===== config.mk =====
export PLATFORM = sky130hd
export DESIGN_NAME = addsub_result_buffer
export DESIGN_NICKNAME = d
export VERILOG_FILES = /design/src/rtl/addsub_pkg.sv /design/src/rtl/addsub_flag_calc.sv /design/src/rtl/addsub_result_buffer.sv
export SDC_FILE = /design/constraint.sdc
export NUM_CORES = 1
export LEC_CHECK = 0
export BUFFER_PORTS_ARGS = -buffer_cell sky130_fd_sc_hd__buf_2
export CORE_MARGIN = 3
export CORE_UTILIZATION = 25
export DETAILED_ROUTE_END_ITERATION = 6
export GPL_TIMING_DRIVEN = 0
export PLACE_DENSITY_LB_ADDON = 0.3
export SLEW_MARGIN = 20
export SYNTH_ARGS = -nofsm -noshare
export SYNTH_HDL_FRONTEND = slang
export SYNTH_SLANG_ARGS = --single-unit

===== constraint.sdc =====
create_clock -name clk -period 2 [get_ports clk]
set_input_delay 0.4 -clock clk [delete_from_list [all_inputs] [get_ports clk]]
set_output_delay 0.4 -clock clk [all_outputs]
set_load 0.005 [all_outputs]

===== src/rtl/addsub_pkg.sv =====
// Shared op encodings, result record and overflow helper for the 4-bit add/sub datapath.
package addsub_pkg;

    localparam int unsigned ADDSUB_W = 4;

    typedef enum logic {
        OP_ADD = 1'b0,
        OP_SUB = 1'b1
    } op_e;

    typedef struct packed {
        logic [ADDSUB_W-1:0] s;
        logic                c;
        logic                z;
        logic                n;
        logic                v;
    } addsub_res_t;

    // Subtract flips b's sign, so overflow needs operand signs to differ instead of match.
    function automatic logic calc_v(input op_e sel, input logic a_msb, input logic b_msb,
                                    input logic s_msb);
        if (sel == OP_ADD) begin
            return (a_msb == b_msb) && (s_msb != a_msb);
        end
        return (a_msb != b_msb) && (s_msb != a_msb);
    endfunction

endpackage


===== src/rtl/addsub_flag_calc.sv =====
// Combinational Z/N/V flag derivation for one adder result.
module addsub_flag_calc
    import addsub_pkg::*;
#(
    parameter int unsigned WIDTH = 4
) (
    input  logic [WIDTH-1:0] in_s,
    input  logic             in_sel,
    input  logic             a_msb,
    input  logic             b_msb,
    output logic             z,
    output logic             n,
    output logic             v
);

    always_comb begin
        z = (in_s == '0);
        n = in_s[WIDTH-1];
        v = calc_v(op_e'(in_sel), a_msb, b_msb, in_s[WIDTH-1]);
    end

endmodule


===== src/rtl/addsub_result_buffer.sv =====
// Result FIFO with flag capture and valid/ready delivery for the add/sub datapath.
// Optional STICKY_OVF_EN adds a sticky signed-overflow indicator (clr_sticky / sticky_v).
module addsub_result_buffer
    import addsub_pkg::*;
#(
    parameter int unsigned WIDTH = 4,
    parameter int unsigned DEPTH = 2
) (
    input  logic                         clk,
    input  logic                         rst_n,
    input  logic                         in_valid,
    output logic                         in_ready,
    input  logic [WIDTH-1:0]             in_s,
    input  logic                         in_cout,
    input  logic                         in_sel,
    input  logic                         in_a_msb,
    input  logic                         in_b_msb,
    output logic                         out_valid,
    input  logic                         out_ready,
    output logic [WIDTH-1:0]             out_s,
    output logic                         out_c,
    output logic                         out_z,
    output logic                         out_n,
    output logic                         out_v,
`ifdef STICKY_OVF_EN
    input  logic                         clr_sticky,
    output logic                         sticky_v,
`endif
    output logic [$clog2(DEPTH+1)-1:0]   count
);

    localparam int unsigned CW = $clog2(DEPTH + 1);
    localparam int unsigned PW = $clog2(DEPTH);

    typedef struct packed {
        logic [WIDTH-1:0] s;
        logic             c;
        logic             z;
        logic             n;
        logic             v;
    } entry_t;

    entry_t          mem [DEPTH];
    entry_t          head;
    logic [PW-1:0]   wr_ptr;
    logic [PW-1:0]   rd_ptr;
    logic [CW-1:0]   cnt;
    logic            push;
    logic            pop;
    logic            flag_z;
    logic            flag_n;
    logic            flag_v;

    addsub_flag_calc #(.WIDTH(WIDTH)) u_flag_calc (
        .in_s  (in_s),
        .in_sel(in_sel),
        .a_msb (in_a_msb),
        .b_msb (in_b_msb),
        .z     (flag_z),
        .n     (flag_n),
        .v     (flag_v)
    );

    // in_ready depends on registered count only, so a full buffer never accepts even on a pop.
    always_comb begin
        in_ready  = (cnt < CW'(DEPTH));
        out_valid = (cnt != '0);
        push      = in_valid && in_ready;
        pop       = out_valid && out_ready;
        head      = mem[rd_ptr];
        out_s     = head.s;
        out_c     = head.c;
        out_z     = head.z;
        out_n     = head.n;
        out_v     = head.v;
        count     = cnt;
    end

    always_ff @(posedge clk or negedge rst_n) begin
        if (!rst_n) begin
            wr_ptr <= '0;
            rd_ptr <= '0;
            cnt    <= '0;
            for (int unsigned i = 0; i < DEPTH; i++) begin
                mem[i] <= '0;
            end
        end else begin
            if (push) begin
                mem[wr_ptr] <= '{s: in_s, c: in_cout, z: flag_z, n: flag_n, v: flag_v};
                wr_ptr      <= wr_ptr + PW'(1);
            end
            if (pop) begin
                rd_ptr <= rd_ptr + PW'(1);
            end
            case ({push, pop})
                2'b10:   cnt <= cnt + CW'(1);
                2'b01:   cnt <= cnt - CW'(1);
                default: cnt <= cnt;
            endcase
        end
    end

`ifdef STICKY_OVF_EN
    always_ff @(posedge clk or negedge rst_n) begin
        if (!rst_n) begin
            sticky_v <= 1'b0;
        end else if (push && flag_v) begin
            sticky_v <= 1'b1;
        end else if (clr_sticky) begin
            sticky_v <= 1'b0;
        end
    end
`endif

endmodule


=== After elaboration in Yosys (flattened, before gate mapping) ===
Cells that the tools add are included.
W data, S select, Z words.

* RAM bits: 0
* ROM bits: 0
* Bits in latches: 0
* Memories: 0
* Bits in registers: 20
* Logic and storage cells: 44

* Div/mod/pow operators: 0
* $mul: 0
* Bitwise logic cells: 2
* Shift-type cells: 0
* Multiplexer cells: 8
* Reduce and logical (&&, ||, !) cells: 8
* Add/sub/neg operators: 4
* Magnitude comparators: 4
* Equality and inequality tests: 5

{| class="wikitable"
|+ Operator list
! operator !! count
|-
| $mux W8 || 4
|-
| $bwmux W16 || 1
|-
| $demux W8 S1 || 1
|-
| $logic_and A1 B1 Y1 || 5
|-
| $ge A2 B2 Y1 const B || 2
|-
| $logic_not A4 Y1 || 1
|-
| $not A1 Y2 || 2
|-
| $pmux W2 S2 || 1
|-
| $reduce_bool A2 Y1 || 2
|-
| $add A1 B1 Y1 const B || 2
|-
| $add A2 B1 Y2 const B || 1
|-
| $eq A2 B1 Y1 const B || 1
|-
| $eq A2 B2 Y1 const B || 1
|-
| $lt A2 B1 Y1 const B || 1
|-
| $lt A2 B2 Y1 const B || 1
|-
| $ne A1 B1 Y1 || 2
|-
| $sub A2 B1 Y2 const B || 1
|-
| $eq A1 B1 Y1 || 1
|-
| $mux W1 || 1
|}

=== Longest topological paths before layout ===
* Depth after elaboration: 6
* Gate-level depth with buffers: 6
* Gate-level depth less buffers: 6

=== Modules after synthesis ===
Synthesis repeated with hierarchy kept, for this count alone.

* Cell total of the unflattened synthesis: 64
* Area total of the unflattened synthesis: 925.9 sq um

{| class="wikitable"
|+ By module, submodules not included
! module !! area each (sq um) !! times used !! cells an instance
|-
| addsub_result_buffer || 879.6 || 1 || 58
|-
| addsub_flag_calc || 46.3 || 1 || 6
|}

=== Worst setup path before layout ===
No wires, ideal clock.

* Path kind: reg-to-reg
* From: register cnt[1] (netlist: count[1])
* To: register cnt[1] (netlist: count[1])
* Buffers on the path: 0
* Stages on the path, launching flop included: 6
* Data required time: 1.920 ns
* Arrival time: 1.474 ns
* Setup slack: 0.446 ns
* Cells stage by stage: dfrtp_1 > or2_2 > and2_1 > ha_1 > nor2_1 > xnor2_1

* Cells in the longest elaborated chain, start to end: 4
* Elaborated cells between the ends (all ways): 10
* Those cells by class: 2 x add/sub; 1 x order compare; 2 x eq/ne; 1 x mux; 4 x reduce/logical

{| class="wikitable"
|+ Ends and longest elaborated chain
! what !! RTL line !! source
|-
| start: declaration || addsub_result_buffer.sv:47 || <nowiki>logic [CW-1:0] cnt;</nowiki>
|-
| start signal: assignment || addsub_result_buffer.sv:96 || <nowiki>2'b10: cnt <= cnt + CW'(1);</nowiki>
|-
| start signal: assignment || addsub_result_buffer.sv:97 || <nowiki>2'b01: cnt <= cnt - CW'(1);</nowiki>
|-
| start signal: assignment || addsub_result_buffer.sv:98 || <nowiki>default: cnt <= cnt;</nowiki>
|-
| $reduce_bool A2 Y1 (*) || addsub_result_buffer.sv:67 || <nowiki>out_valid = (cnt != '0);</nowiki>
|-
| named net out_valid || addsub_result_buffer.sv:18 || <nowiki>output logic out_valid,</nowiki>
|-
| $logic_and A1 B1 Y1 (*) || addsub_result_buffer.sv:69 || <nowiki>pop = out_valid && out_ready;</nowiki>
|-
| named net pop || addsub_result_buffer.sv:49 || <nowiki>logic pop;</nowiki>
|-
| $eq A2 B1 Y1 / $eq A2 B2 Y1 (equally long branches) || addsub_result_buffer.sv:95 || <nowiki>case ({push, pop})</nowiki>
|-
| $pmux W2 S2 / $reduce_bool A2 Y1 (equally long branches) || - ||
|}

Mark *: on every way through the listed nets, which the timed path passes. The rest lies on a longest branch.
A chain may end at the register's enable or synchronous reset.

=== Worst setup path after layout ===
* From: register rd_ptr
* To: output port out_s[3]

* Cells in the longest elaborated chain, start to end: 4

{| class="wikitable"
|+ Ends and longest elaborated chain
! what !! RTL line !! source
|-
| start: declaration || addsub_result_buffer.sv:46 || <nowiki>logic [PW-1:0] rd_ptr;</nowiki>
|-
| start signal: assignment || addsub_result_buffer.sv:93 || <nowiki>rd_ptr <= rd_ptr + PW'(1);</nowiki>
|-
| $not A1 Y2 (not written as such) || addsub_result_buffer.sv:70 || <nowiki>head = mem[rd_ptr];</nowiki>
|-
| $mux W8 (not written as such) (3 in series) || addsub_result_buffer.sv:70 ||
|-
| end: declaration || addsub_result_buffer.sv:20 || <nowiki>output logic [WIDTH-1:0] out_s,</nowiki>
|}

Every way passes these cells. The select of a mux whose other input is x is not followed.

==> run_results.csv <==
group,metric,value,unit
global_routing,grt_pass1_wl,2829,um
run_status,status,"complete, no violations",
final_layout,fin_util,33.48,%
timing,tns,0,ns
placed_design,hpwl,1202,um
die,dieWidth,64.00,um
yosys,synth_top_area_share,53.57,%
placed_design,dpl.cell_count,131,
cts,clk_pin_slew_worst_paths,0.10,ns
drt,routed_wl,1542,um
die,die_h,64.00,um
yosys,syn_nets,77,
final_layout,layout.cells.non_filler,135,
cts,cts_buffers,3,
setup_path,worstSetupPathType,"reg2out",
power,p_leak,0.0004812,uW
die,ios,24,
worst_hold_path,hold_class,"in2async",
timing,setup_violations,0,
die,core,0.003128,mm2
cts,h-tree-depth,1,
final_layout,drive_gt1_share,52.75,%
timing,slew_violations,0,
final_layout,syn_to_final_growth,24.55,%
timing,layout_setup_ws,0.1439,ns
global_routing,track_usage,8.744,%
yosys,synth.most_common_cell,"dfrtp_1",
yosys,async_reset_ff_share,100.0,%
cts,cts.sinks,18,
flow_run,maxCapViolations,0,
timing,hold_violations,0,
placed_design,port-buffer-count,23,
final_layout,final_nets,105,
cts,clock_latency,0.29,ns
timing,max_freq,538.8,MHz
global_routing,grt_max_degree,19,
timing,tightest_slew,0.4546,ns
power,power_density,1511,mW/mm2
yosys,yosysWarnings,0,
cts,clock_path_buffers,2,
cts,post-cts-setup-buffers,0,
yosys,syn_inst,64,
cts,hold_buffers,0,
drt,drt_iter0_drc,2,
die,rows,20,
drt,vias_per_cell,4.252,
setup_path,path_max_fanout,9,
setup_path,cp.required,1.60,ns
die,die_area,0.004095,mm2
drt,ant_nets,0,
timing,slew_headroom,69.66,%
global_routing,grt_pass1_vias,630,
power,vdd_drop_max,0.0003281,V
cts,cts_tree,"yes",
yosys,synth-edff-count,0,
yosys,synth_area,840.8,um2
yosys,synth_top_flop_cell,"dfrtp_1",
yosys,avgSynthCellArea,13.14,um2
placed_design,dpl_worst_slack,0.3874,ns
yosys,synth-seq-cells,18,
cts,clock-root-buffer,"clkbuf_4",
final_layout,diodes,0,
yosys,yosys.area.top_type,"dfrtp_1",
global_routing,overflow,0,
drt,dr.pass1.iters,2,
setup_path,cp-start-kind,"flip-flop",
timing,clock_skew,0.006767,ns
timing,finalCritPeriodShare,92.80,%
yosys,synth_seq_area_share,53.57,%
global_routing,antenna_found_initial,0,
timing,fin_crit,1.856,ns
placed_design,gp_congestion,0.6847,
yosys,synth.area.top_cells,"dfrtp_1 54%, mux2_2 21%, xnor2_1 4.2%",
drt,wl_per_cell,11.42,um
yosys,ys_types,19,
cts,cts_resized,0,
drt,num_vias,574,
timing,rsz0062_at_grt,"no",
setup_path,cp-end-kind,"output port",
setup_path,worst_ep_arrival_time,1.46,ns
drt,drc_errors,0,
yosys,netlist_top_cells_count,"18 x dfrtp_1, 16 x mux2_2, 4 x nand2_1, 4 x xnor2_1, 3 x o21ai_0",
die,initial_core_util,26.88,%
-- final timing paths --
check / start / endpoint / slack (ns) / cells after the start
max in group asynchronous: rst_n / count[0] / 1.70 / 1
min reg2reg: mem[0] / mem[0] / 0.48 / 2
max: rd_ptr / out_s[3] / 0.14 / 4
min in group clk: in_cout / mem[11] / 0.36 / 2
max reg2reg: count[1] / count[1] / 0.39 / 5
min: rst_n / mem[4] / 0.02 / 1
-- kinds of logic after synthesis --
| kind of cell | after synthesis | share of synthesized area (%) |
|---|---|---|
| adders and majority gates | 1 | 1.488 |
| DFF | 18 | 53.57 |
| xor gates and xnor gates | 6 | 6.250 |
| buffers and inverters | 4 | 2.381 |
| and+or+nand+nor | 13 | 10.12 |
| AOI/OAI and AO/OA | 4 | 2.380 |
| muxes | 18 | 23.81 |
-- routing by layer --
metal / share of wire [%] / vias to the layer above / wire (um) / GRT usage (%)
met2: 51 / 15 / 788 / 15.23
li1: - / 276 / - / -
met5: 0 / - / 0 / 0
met3: 6.0 / 2 / 93 / 2.109
met4: 1.2 / 0 / 19 / 4.852
met1: 42 / 281 / 640 / 9.649
-- registers in the layout (all words and copies together), names as in the netlist --
signal and cells:
count 2, mem 14, rd_ptr 1, wr_ptr 1
-- where the power goes --
part	internal (uW)	switching, uW	leakage [uW]
clock	111	106	0.0000210
sequential	543	104	0.000217
combinational	429	289	0.000243
total	1080	499	0.000481
-- per-stage QoR --
stage / power (uW) / instance area [um2] / hold slack, ns
2_1_floorplan: 1135 / 840.8 / 0.1044
3_3_place_gp: 1374 / 1011 / 0.3514
3_5_place_dp: 1395 / 1011 / 0.3481
4_1_cts: 1621 / 1047 / 0.02509
5_1_grt: 1728 / 1047 / 0.02976
6_report: 1582 / 1047 / 0.01769
-- cell usage in the layout, fill, tap and decap left out --
cell,Yosys,routed
clkbuf_8,0,1
nor3b_4,1,1
dfrtp_1,18,18
or2_2,1,1
buf_2,1,24
buf_4,1,1
o21ai_0,3,3
clkbuf_4,0,3
inv_1,2,2
nor2_1,2,2
nand2_1,4,4
ha_1,1,1
a21oi_1,1,1
mux2i_1,2,2
nand3b_2,1,1
and2_1,1,1
xor2_1,2,2
mux2_2,16,16
or4_1,1,1
nor2b_1,2,2
xnor2_1,4,4
-- worst max-delay path, stage by stage (launching register included) --
cell and delay (ns):
dfrtp_1 0.32, buf_2 0.23, mux2_2 0.38, buf_4 0.13, buf_2 0.12
-- final cells by class --
type / instances / area (um2)
Timing Repair Buffer: 23 / 115.1
Buffer: 2 / 12.51
Inverter: 2 / 7.507
Fill cell: 335 / 2081
Sequential cell: 18 / 450.4
Clock buffer: 4 / 36.28
Multi-Input combinational cell: 42 / 370.4
Tap cell: 44 / 55.05
Note: power is estimated with default switching activity, not from simulation.
